--- config.mk ---
export PLATFORM = sky130hd
export DESIGN_NAME = hwpe_ctrl_tile_seq_flat
export DESIGN_NICKNAME = d
export VERILOG_FILES = /design/src/rtl/hwpe_ctrl_tile_seq_pkg.sv /design/src/rtl/hwpe_ctrl_tile_seq_if.sv /design/src/rtl/hwpe_ctrl_tile_watchdog.sv /design/src/rtl/hwpe_ctrl_tile_seq.sv /design/src/flat_wrapper.sv
export SDC_FILE = /design/constraint.sdc
export NUM_CORES = 1
export LEC_CHECK = 0
export ABC_AREA = 1
export CAP_MARGIN = 40
export CORE_MARGIN = 3
export CORE_UTILIZATION = 59
export DETAILED_ROUTE_END_ITERATION = 16
export DONT_BUFFER_PORTS = 1
export PLACE_DENSITY = 0.72
export REMOVE_ABC_BUFFERS = 1
export SYNTH_ARGS = -nofsm -noshare
export SYNTH_HDL_FRONTEND = slang
export SYNTH_SLANG_ARGS = --single-unit
--- constraint.sdc ---
create_clock -name clk_i -period 4.8 [get_ports clk_i]
set_input_delay 0 -clock clk_i [delete_from_list [all_inputs] [get_ports clk_i]]
set_output_delay 0 -clock clk_i [all_outputs]
set_load 0.02 [all_outputs]
--- src/rtl/hwpe_ctrl_tile_seq_pkg.sv ---
// Shared types for the HWPE tile sequencer: FSM encoding and the control/flag
// bundles exchanged with the HWPE control slave.
package hwpe_ctrl_package;

   localparam int unsigned TILE_SEQ_N_TILES_W = 16;
   localparam int unsigned TILE_SEQ_TIMEOUT_W = 20;

   typedef enum logic [1:0] {
      TS_IDLE   = 2'd0,
      TS_ISSUE  = 2'd1,
      TS_WAIT   = 2'd2,
      TS_FINISH = 2'd3
   } tile_seq_state_t;

   typedef struct packed {
      logic                          start;
      logic [TILE_SEQ_N_TILES_W-1:0] n_tiles;
      logic [TILE_SEQ_TIMEOUT_W-1:0] timeout_cycles;
   } ctrl_tile_seq_t;

   typedef struct packed {
      logic                          busy;
      logic                          done;
      logic                          timeout;
      logic [TILE_SEQ_N_TILES_W-1:0] tile_idx;
      logic                          last_tile;
   } flags_tile_seq_t;

endpackage

--- src/rtl/hwpe_ctrl_tile_seq_if.sv ---
// Start/ready request plus done pulse between the tile sequencer (master)
// and the engine datapath (slave).
interface hwpe_ctrl_tile_seq_if;

   logic engine_start;
   logic engine_ready;
   logic engine_done;

   modport master (
      output engine_start,
      input  engine_ready,
      input  engine_done
   );

   modport slave (
      input  engine_start,
      output engine_ready,
      output engine_done
   );

endinterface

--- src/rtl/hwpe_ctrl_tile_watchdog.sv ---
// Per-tile watchdog: saturating cycle counter that flags expiry when it
// reaches a non-zero threshold while enabled.
module hwpe_ctrl_tile_watchdog #(
   parameter int unsigned TIMEOUT_W = 20
) (
   input  logic                 clk_i,
   input  logic                 rst_ni,
   input  logic                 clear_i,
   input  logic                 en_i,
   input  logic [TIMEOUT_W-1:0] thr_i,
   output logic                 expired_o
);

   logic [TIMEOUT_W-1:0] cnt_q;

   // Counter: clear wins, then count while enabled, holding at all-ones.
   always_ff @(posedge clk_i or negedge rst_ni) begin
      if (!rst_ni) begin
         cnt_q <= '0;
      end else if (clear_i) begin
         cnt_q <= '0;
      end else if (en_i && (cnt_q != '1)) begin
         cnt_q <= cnt_q + TIMEOUT_W'(1);
      end else begin
         cnt_q <= cnt_q;
      end
   end

   assign expired_o = en_i && (thr_i != '0) && (cnt_q == thr_i);

endmodule

--- src/rtl/hwpe_ctrl_tile_seq.sv ---
// Tile sequencer: splits one job trigger into n_tiles engine runs with a
// start/ready handshake per tile, a per-tile watchdog and one job-done pulse.
module hwpe_ctrl_tile_seq
   import hwpe_ctrl_package::*;
#(
   parameter int unsigned N_TILES_W = 16,
   parameter int unsigned TIMEOUT_W = 20
) (
   input  logic                 clk_i,
   input  logic                 rst_ni,
   input  logic                 clear_i,
   input  logic                 start_i,
   input  logic [N_TILES_W-1:0] n_tiles_i,
   input  logic [TIMEOUT_W-1:0] timeout_cycles_i,
   hwpe_ctrl_tile_seq_if.master eng,
   output logic [N_TILES_W-1:0] tile_idx_o,
   output logic                 last_tile_o,
   output logic                 busy_o,
   output logic                 done_o,
   output logic                 timeout_o
);

   localparam logic [1:0] IDLE   = TS_IDLE;
   localparam logic [1:0] ISSUE  = TS_ISSUE;
   localparam logic [1:0] WAIT   = TS_WAIT;
   localparam logic [1:0] FINISH = TS_FINISH;

   logic [1:0]           state_q, state_d;
   logic [N_TILES_W-1:0] tile_idx_q, tile_idx_d;
   logic [N_TILES_W-1:0] n_tiles_q, n_tiles_d;
   logic                 timeout_q, timeout_d;
   logic                 wd_clear_s;
   logic                 expired_s;
   logic                 last_tile_s;

   // Full-width compare; with n_tiles_q == 0 the wrap to all-ones never matches.
   assign last_tile_s = (tile_idx_q == (n_tiles_q - N_TILES_W'(1)));

   hwpe_ctrl_tile_watchdog #(
      .TIMEOUT_W (TIMEOUT_W)
   ) i_watchdog (
      .clk_i     (clk_i),
      .rst_ni    (rst_ni),
      .clear_i   (wd_clear_s),
      .en_i      (state_q == WAIT),
      .thr_i     (timeout_cycles_i),
      .expired_o (expired_s)
   );

   // Next-state logic; clear overrides every transition.
   always_comb begin
      state_d    = state_q;
      tile_idx_d = tile_idx_q;
      n_tiles_d  = n_tiles_q;
      timeout_d  = timeout_q;
      wd_clear_s = 1'b0;
      if (clear_i) begin
         state_d    = IDLE;
         tile_idx_d = '0;
         n_tiles_d  = '0;
         timeout_d  = 1'b0;
         wd_clear_s = 1'b1;
      end else begin
         case (state_q)
            IDLE: begin
               if (start_i) begin
                  n_tiles_d  = n_tiles_i;
                  tile_idx_d = '0;
                  timeout_d  = 1'b0;
                  state_d    = (n_tiles_i == '0) ? FINISH : ISSUE;
               end else begin
                  state_d = IDLE;
               end
            end
            ISSUE: begin
               if (eng.engine_ready) begin
                  wd_clear_s = 1'b1;
                  state_d    = WAIT;
               end else begin
                  state_d = ISSUE;
               end
            end
            WAIT: begin
               // A done in the expiry cycle wins and leaves the timeout flag alone.
               if (eng.engine_done) begin
                  if (last_tile_s) begin
                     state_d = FINISH;
                  end else begin
                     tile_idx_d = tile_idx_q + N_TILES_W'(1);
                     state_d    = ISSUE;
                  end
               end else if (expired_s) begin
                  timeout_d = 1'b1;
                  state_d   = FINISH;
               end else begin
                  state_d = WAIT;
               end
            end
            FINISH: begin
               state_d = IDLE;
            end
            default: begin
               state_d = IDLE;
            end
         endcase
      end
   end

   // State and datapath registers.
   always_ff @(posedge clk_i or negedge rst_ni) begin
      if (!rst_ni) begin
         state_q    <= IDLE;
         tile_idx_q <= '0;
         n_tiles_q  <= '0;
         timeout_q  <= 1'b0;
      end else begin
         state_q    <= state_d;
         tile_idx_q <= tile_idx_d;
         n_tiles_q  <= n_tiles_d;
         timeout_q  <= timeout_d;
      end
   end

   assign eng.engine_start = (state_q == ISSUE);
   assign busy_o           = (state_q != IDLE);
   assign done_o           = (state_q == FINISH);
   assign timeout_o        = timeout_q;
   assign tile_idx_o       = tile_idx_q;
   assign last_tile_o      = last_tile_s;

endmodule

--- src/flat_wrapper.sv ---
// flat-port wrapper written by rule: the top's interface ports become plain ports
module hwpe_ctrl_tile_seq_flat import hwpe_ctrl_package::*;
#(
   parameter int unsigned N_TILES_W = 16,
   parameter int unsigned TIMEOUT_W = 20
)
  (clk_i, rst_ni, clear_i, start_i, n_tiles_i, timeout_cycles_i, tile_idx_o, last_tile_o, busy_o, done_o, timeout_o, eng_engine_start, eng_engine_ready, eng_engine_done);
  hwpe_ctrl_tile_seq_if eng_i ();
  input  logic clk_i;
  input  logic rst_ni;
  input  logic clear_i;
  input  logic start_i;
  input  logic [N_TILES_W-1:0] n_tiles_i;
  input  logic [TIMEOUT_W-1:0] timeout_cycles_i;
  output logic [N_TILES_W-1:0] tile_idx_o;
  output logic last_tile_o;
  output logic busy_o;
  output logic done_o;
  output logic timeout_o;
  output wire logic [$bits(eng_i.engine_start)-1:0] eng_engine_start;
  input wire logic [$bits(eng_i.engine_ready)-1:0] eng_engine_ready;
  input wire logic [$bits(eng_i.engine_done)-1:0] eng_engine_done;
  assign eng_engine_start = eng_i.engine_start;
  assign eng_i.engine_ready = eng_engine_ready;
  assign eng_i.engine_done = eng_engine_done;
  hwpe_ctrl_tile_seq #(.N_TILES_W(N_TILES_W), .TIMEOUT_W(TIMEOUT_W)) u_core (.clk_i(clk_i), .rst_ni(rst_ni), .clear_i(clear_i), .start_i(start_i), .n_tiles_i(n_tiles_i), .timeout_cycles_i(timeout_cycles_i), .eng(eng_i), .tile_idx_o(tile_idx_o), .last_tile_o(last_tile_o), .busy_o(busy_o), .done_o(done_o), .timeout_o(timeout_o));
endmodule
; ---- Yosys cells after proc, flatten, opt, wreduce, memory -nomap -nowiden
; Index checks and enable logic that the tools add are counted.
[totals]
register_bits = 55
out_inout_bits = 21
in_bits = 42
elab_cells = 59
[classes]
reduce_logical = 14
muxes = 26
add_sub_neg = 3
n_eq_ne = 11
[op_table]
columns = op, count
row1 = $mux 16, 7
row2 = $mux 20, 2
row3 = $pmux 16 s2, 1
row4 = $add 20x1->20 const B, 1
row5 = $eq 20x20->1, 1
row6 = $ne 20x20->1 const B, 1
row7 = $reduce_bool 20->1, 1
row8 = $add 16x1->16 const B, 1
row9 = $eq 16x16->1, 1
row10 = $logic_not 16->1, 1
row11 = $sub 16x1->16 const B, 1
row12 = $mux 2, 6
row13 = $ne 3x3->1 const B, 4
row14 = $mux 1, 8
row15 = $pmux 2 s4, 1
row16 = $reduce_and 4->1, 2
row17 = $reduce_bool 2->1, 4
row18 = $eq 2x2->1 const B, 2
row19 = $logic_and 1x1->1, 3
row20 = $ne 3x2->1 const B, 1
row21 = $reduce_bool 3->1, 1
row22 = $eq 2x1->1 const B, 1
row23 = $logic_not 2->1, 1
row24 = $pmux 1 s2, 1
row25 = $reduce_and 2->1, 1

; ---- Longest topological paths before layout
[logic_depth]
word_depth = 7
mapped_depth = 15

; ---- Modules after synthesis
; A second synthesis with hierarchy kept.
[unflattened]
hier_cells = 672
hier_area_um2 = 4344.2
[by_module_without_submodules]
columns = module, area_per_inst_um2, seq_area_each_um2, cells_each, instances
row1 = hwpe_ctrl_tile_seq, 2692.6, 875.8, 413, 1
row2 = hwpe_ctrl_tile_watchdog, 1651.6, 500.5, 259, 1

; ---- Worst setup path after synthesis
; OpenSTA, ideal clock, no wires.
[synth_timing]
path_kind = register to output
start = register u_core.n_tiles_q[0]
end = output port last_tile_o
slack_ns = 2.794
arrival_ns = 2.006
path_buffers = 0
stages_incl_launch_ff = 10
path_cell_list = dfrtp_1 -> inv_2 -> ha_1 -> nand3_4 -> nor2_8 -> xor2_2 -> o21ai_0 -> a21oi_1 -> nand2_1 -> nor4_1
[synth_between]
elab_chain_cells = 2
[synth_lines]
columns = element, line
row1 = "start, declared", hwpe_ctrl_tile_seq.sv:30  ; logic [N_TILES_W-1:0] n_tiles_q, n_tiles_d;
row2 = "start signal, assigned", hwpe_ctrl_tile_seq.sv:119  ; n_tiles_q <= n_tiles_d;
row3 = $sub 16x1->16, hwpe_ctrl_tile_seq.sv:37  ; assign last_tile_s = (tile_idx_q == (n_tiles_q - N_TILES_W'(1)));
row4 = $eq 16x16->1, hwpe_ctrl_tile_seq.sv:37
row5 = "end, declared", flat_wrapper.sv:16  ; output logic last_tile_o;
; Every way passes these cells.

; ---- Worst setup path in the final report
[layout_timing]
start = register u_core.state_q[0]
end = register u_core.state_q[0]
[layout_between]
elab_chain_cells = 7
[layout_lines]
columns = element, line
row1 = "start, declared", hwpe_ctrl_tile_seq.sv:28  ; logic [1:0] state_q, state_d;
row2 = "start signal, assigned", hwpe_ctrl_tile_seq.sv:117  ; state_q <= state_d;
row3 = $eq 2x2->1, "hwpe_ctrl_tile_seq.sv:45, hwpe_ctrl_tile_seq.sv:64"
row4 = $logic_and 1x1->1 (2 in series), hwpe_ctrl_tile_watchdog.sv:29  ; assign expired_o = en_i && (thr_i != '0) && (cnt_q == thr_i);
row5 = $mux 1, hwpe_ctrl_tile_seq.sv:92  ; end else if (expired_s) begin
row6 = $mux 2, hwpe_ctrl_tile_seq.sv:85  ; if (eng.engine_done) begin
row7 = $pmux 2 s4 *, hwpe_ctrl_tile_seq.sv:64  ; case (state_q)
row8 = $mux 2 *, hwpe_ctrl_tile_seq.sv:57  ; if (clear_i) begin
row9 = named net u_core.state_d[0], hwpe_ctrl_tile_seq.sv:28
; Mark *: on every way through the listed nets, which the timed path passes. The rest lies on a longest branch.
; A chain may end at the register's enable or synchronous reset.

==> reports/summary.txt <==
outcome: complete, no violations
die boundary height: 92.28 um
total placed cells including tap cells: 711
time the worst path needs with I/O delays and setup: 2.684 ns
Worst Path Buf+Inv: 3
TritonCTS clock tree: done
fraction of synthesis flops using an asynchronous set or reset pin: 1.000
finished layout cell area: 4765 um2
type of the worst min-delay path: in -> reg
Root Driver: sky130_fd_sc_hd__clkbuf_8
Area contributors post-synth: sky130_fd_sc_hd__dfrtp_1 (31%), sky130_fd_sc_hd__nand2_1 (13%), sky130_fd_sc_hd__nand3_1 (8.2%), sky130_fd_sc_hd__inv_1 (5.9%), sky130_fd_sc_hd__nand4_1 (5.0%)
area of placed instances: 4402 um2
total number of nets in the final design: 690
antenna cells: 0
worst setup path startpoint: u_core.state_q[0]
element type at the critical path end: flop
fraction of power spent switching nets: 0.3619
Post-Route WL: 13440 um
Main synth FF type: sky130_fd_sc_hd__dfrtp_1
critical hold path startpoint: timeout_cycles_i[9]
IR Drop Worst-Case VDD: 0.0001557 V
clk sinks: 55
share of final-layout standard cells stronger than drive strength 1: 0.07430
filler cell count in the final layout: 629
placement row count: 30
Synth Instances: 635
post-placement worst setup slack: 2.374 ns
reported leakage power: 2.129 nW
Non-Filler Instances: 742
fin. max-slew vios: 0
Initial Util: 0.6257
area occupied by multi-input gates: 2603 um2
die boundary width: 92.28 um
sequential cell area: 1376 um2
cell-internal power: 0.0007485 W
number of synthesized flops with an enable pin: 0
maximum number of pins on one net before global-route repair: 56
Slowest cell on crit path: sky130_fd_sc_hd__dlygate4sd3_1
Post-Syn Area per Cell: 6.916 um2
ANT nets after route: 0
number of distinct library cells after synthesis: 43
clock share of power: 0.277
fraction of the yosys area taken by sequential cells: 0.3134
via count of the first global-routing pass: 4284
Synth top area share: 0.3134
final setup TNS: 0 ns
count of buffers inserted at the top-level ports: 0
drt via density: 6.105
path type of the worst setup path: reg -> reg
Sw Pwr: 0.0004244 W
cell class contributing the biggest share of worst-path delay: buffers and inverters
placer's final routability congestion estimate: 1.053
number of optimization iterations in the first detailed-route pass: 5
data required time of the worst path: 5.05 ns
DRC violation count after routing: 0
final hold violation count: 0
Logic pwr share: 0.295
H-tree depth reported by CTS: 2
R2R cell count: 10
cells along the critical path: inv_1 > nand2_1 > inv_1 > o21ai_0 > nor2_1 > o2111ai_1 > nor3_1 > nand2_1 > a31oi_1 > dlygate4sd3_1
detailed-placement wirelength estimate: 9832 um
GRT Overall Usage: 0.3235
Max Fclk: 372.5 MHz
Synth top cells by count: sky130_fd_sc_hd__nand2_1 (148), sky130_fd_sc_hd__nand3_1 (72), sky130_fd_sc_hd__inv_1 (69)
crit path DAT: 2.94 ns
worst slew margin relative to its limit: 0.4321
initial antenna violation count: 0
largest stage delay on the critical path: 0.56 ns
DIE AREA: 8515 um2
number of cells on the worst hold path: 5
leading area contributor after synthesis: sky130_fd_sc_hd__dfrtp_1
sequential cell fraction of total power: 0.429
slew of the pin with the lowest slew margin: 0.8518 ns
clock input transition at the sequential cells of the worst setup and hold paths: 0.11 ns
first-pass GRT wire length: 22070 um
clock skew after layout: 0.006392 ns
Post-Synthesis Cell Area: 4392 um2
Register-to-Register Setup Slack: 2.12 ns
number of design-rule violations left by the first detailed-router iteration: 482
worst flop-to-flop path startpoint: u_core.state_q[0]
count leader, synth: sky130_fd_sc_hd__nand2_1
Setup crit start kind: flop
power per unit of standard cell area: 246.2 nW/um2
RSZ-0062 raised after global routing: false
number of maximum-capacitance violations: 0
total core area: 7019 um2
total I/O pin count: 63
hold path endpoint: u_core.timeout_o
Setup WS post-layout: 2.116 ns
period utilisation layout: 0.5593
average wire per cell in the routed design: 18.11 um
maximum fanout count along the critical path: 13
P&R area growth vs syn: 8.490%
Setup-failing EPs final: 0
cts bufs inserted: 5
grt total ovfl: 0
total via count after detailed routing: 4530
synthesis warning total: 0
critical register-to-register path endpoint: u_core.state_q[0]
clock insertion delay at the later pin of the skew report: 0.31 ns
flip-flop and latch count after synthesis: 55
maximum clock insertion buffer count: 2
metal layers:
| metal | share of wire | wire [um] | global-route usage |
|---|---|---|---|
| met5 | 0 | 0 | 0 |
| met4 | 0.0091 | 122 | 0.04579 |
| met3 | 0.12 | 1572 | 0.06727 |
| met2 | 0.43 | 5716 | 0.4781 |
| met1 | 0.45 | 6026 | 0.4961 |
cell type report:
type                            count  area share
Clock buffer                        5     0.01444
Clock inverter                      3    0.009716
Timing Repair Buffer               26     0.05725
Sequential cell                    55      0.2889
Multi-Input combinational cell    483      0.5462
Inverter                           74     0.05830
Tap cell                           96     0.02521
how the worst max path moves through the flow:
stage,cells after the start,endpoint,slack [ns]
after floorplan,6,u_core.n_tiles_q[0],2.51
after global placement,7,u_core.n_tiles_q[0],2.51
after detailed placement,11,u_core.i_watchdog.cnt_q[13],2.37
after CTS,10,u_core.state_q[0],2.16
after global routing,10,u_core.state_q[0],1.90
final,10,u_core.state_q[0],2.12
worst register-to-register path, cell delays in order, from the launching register on:
cell and delay [ns]:
sky130_fd_sc_hd__dfrtp_1 0.45, sky130_fd_sc_hd__inv_1 0.09, sky130_fd_sc_hd__nand2_1 0.28, sky130_fd_sc_hd__inv_1 0.42
sky130_fd_sc_hd__o21ai_0 0.16, sky130_fd_sc_hd__nor2_1 0.13, sky130_fd_sc_hd__o2111ai_1 0.11, sky130_fd_sc_hd__nor3_1 0.21
sky130_fd_sc_hd__nand2_1 0.09, sky130_fd_sc_hd__a31oi_1 0.13, sky130_fd_sc_hd__dlygate4sd3_1 0.56
repair_timing:
| item | CTS | global route |
|---|---|---|
| endpoints found under the hold margin | 90 | 0 |
| hold buffers | 23 | 0 |
| resized for setup | 0 | 0 |
| buffers inserted | 0 | 0 |
power by group through the flow:
stage               Combinational [W]  Sequential, W  Clock (W)
detailed placement           0.000306       0.000511          0
floorplan                    0.000249       0.000504          0
finish                       0.000346       0.000503   0.000324
global route                 0.000386       0.000505   0.000347
global placement             0.000297       0.000510          0
CTS                          0.000340       0.000502   0.000327
sequential cells by signal, indices dropped and copies added (netlist names):
| register | flops |
|---|---|
| u_core.i_watchdog.cnt_q | 20 |
| u_core.n_tiles_q | 16 |
| u_core.tile_idx_o | 16 |
| u_core.state_q | 2 |
| u_core.timeout_o | 1 |
layout by cell type, fill, tap and decap left out, drive strengths merged, types with 17 or more instances in the layout:
master,instances
nand3,77
nor3,24
nand2,155
nor4,17
nor2,65
xor2,23
dlygate4sd3,22
dfrtp,55
o21ai,34
inv,75
nand4,36
through the flow:
step                      total power (W)  hold WS [ns]  utilization
after global placement          0.0008074       -0.2944       0.6246
after CTS                        0.001168      0.008460       0.6788
after floorplan                 0.0007533       -0.2956            -
after detailed placement        0.0008168       -0.2943       0.6271
final                            0.001173       0.02295       0.6788
after global routing             0.001238       0.03811       0.6788
cells by family after synthesis:
family / count (synthesis) / share of synthesized area
buffers and inverters: 97 / 0.09402
AND/OR/NAND/NOR: 384 / 0.4325
flip-flops: 55 / 0.3134
AO/OA/AOI/OAI: 61 / 0.08006
adder cells (fa/ha/maj): 3 / 0.008548
XOR/XNOR: 35 / 0.07151
(Power assumes the default switching activity.)
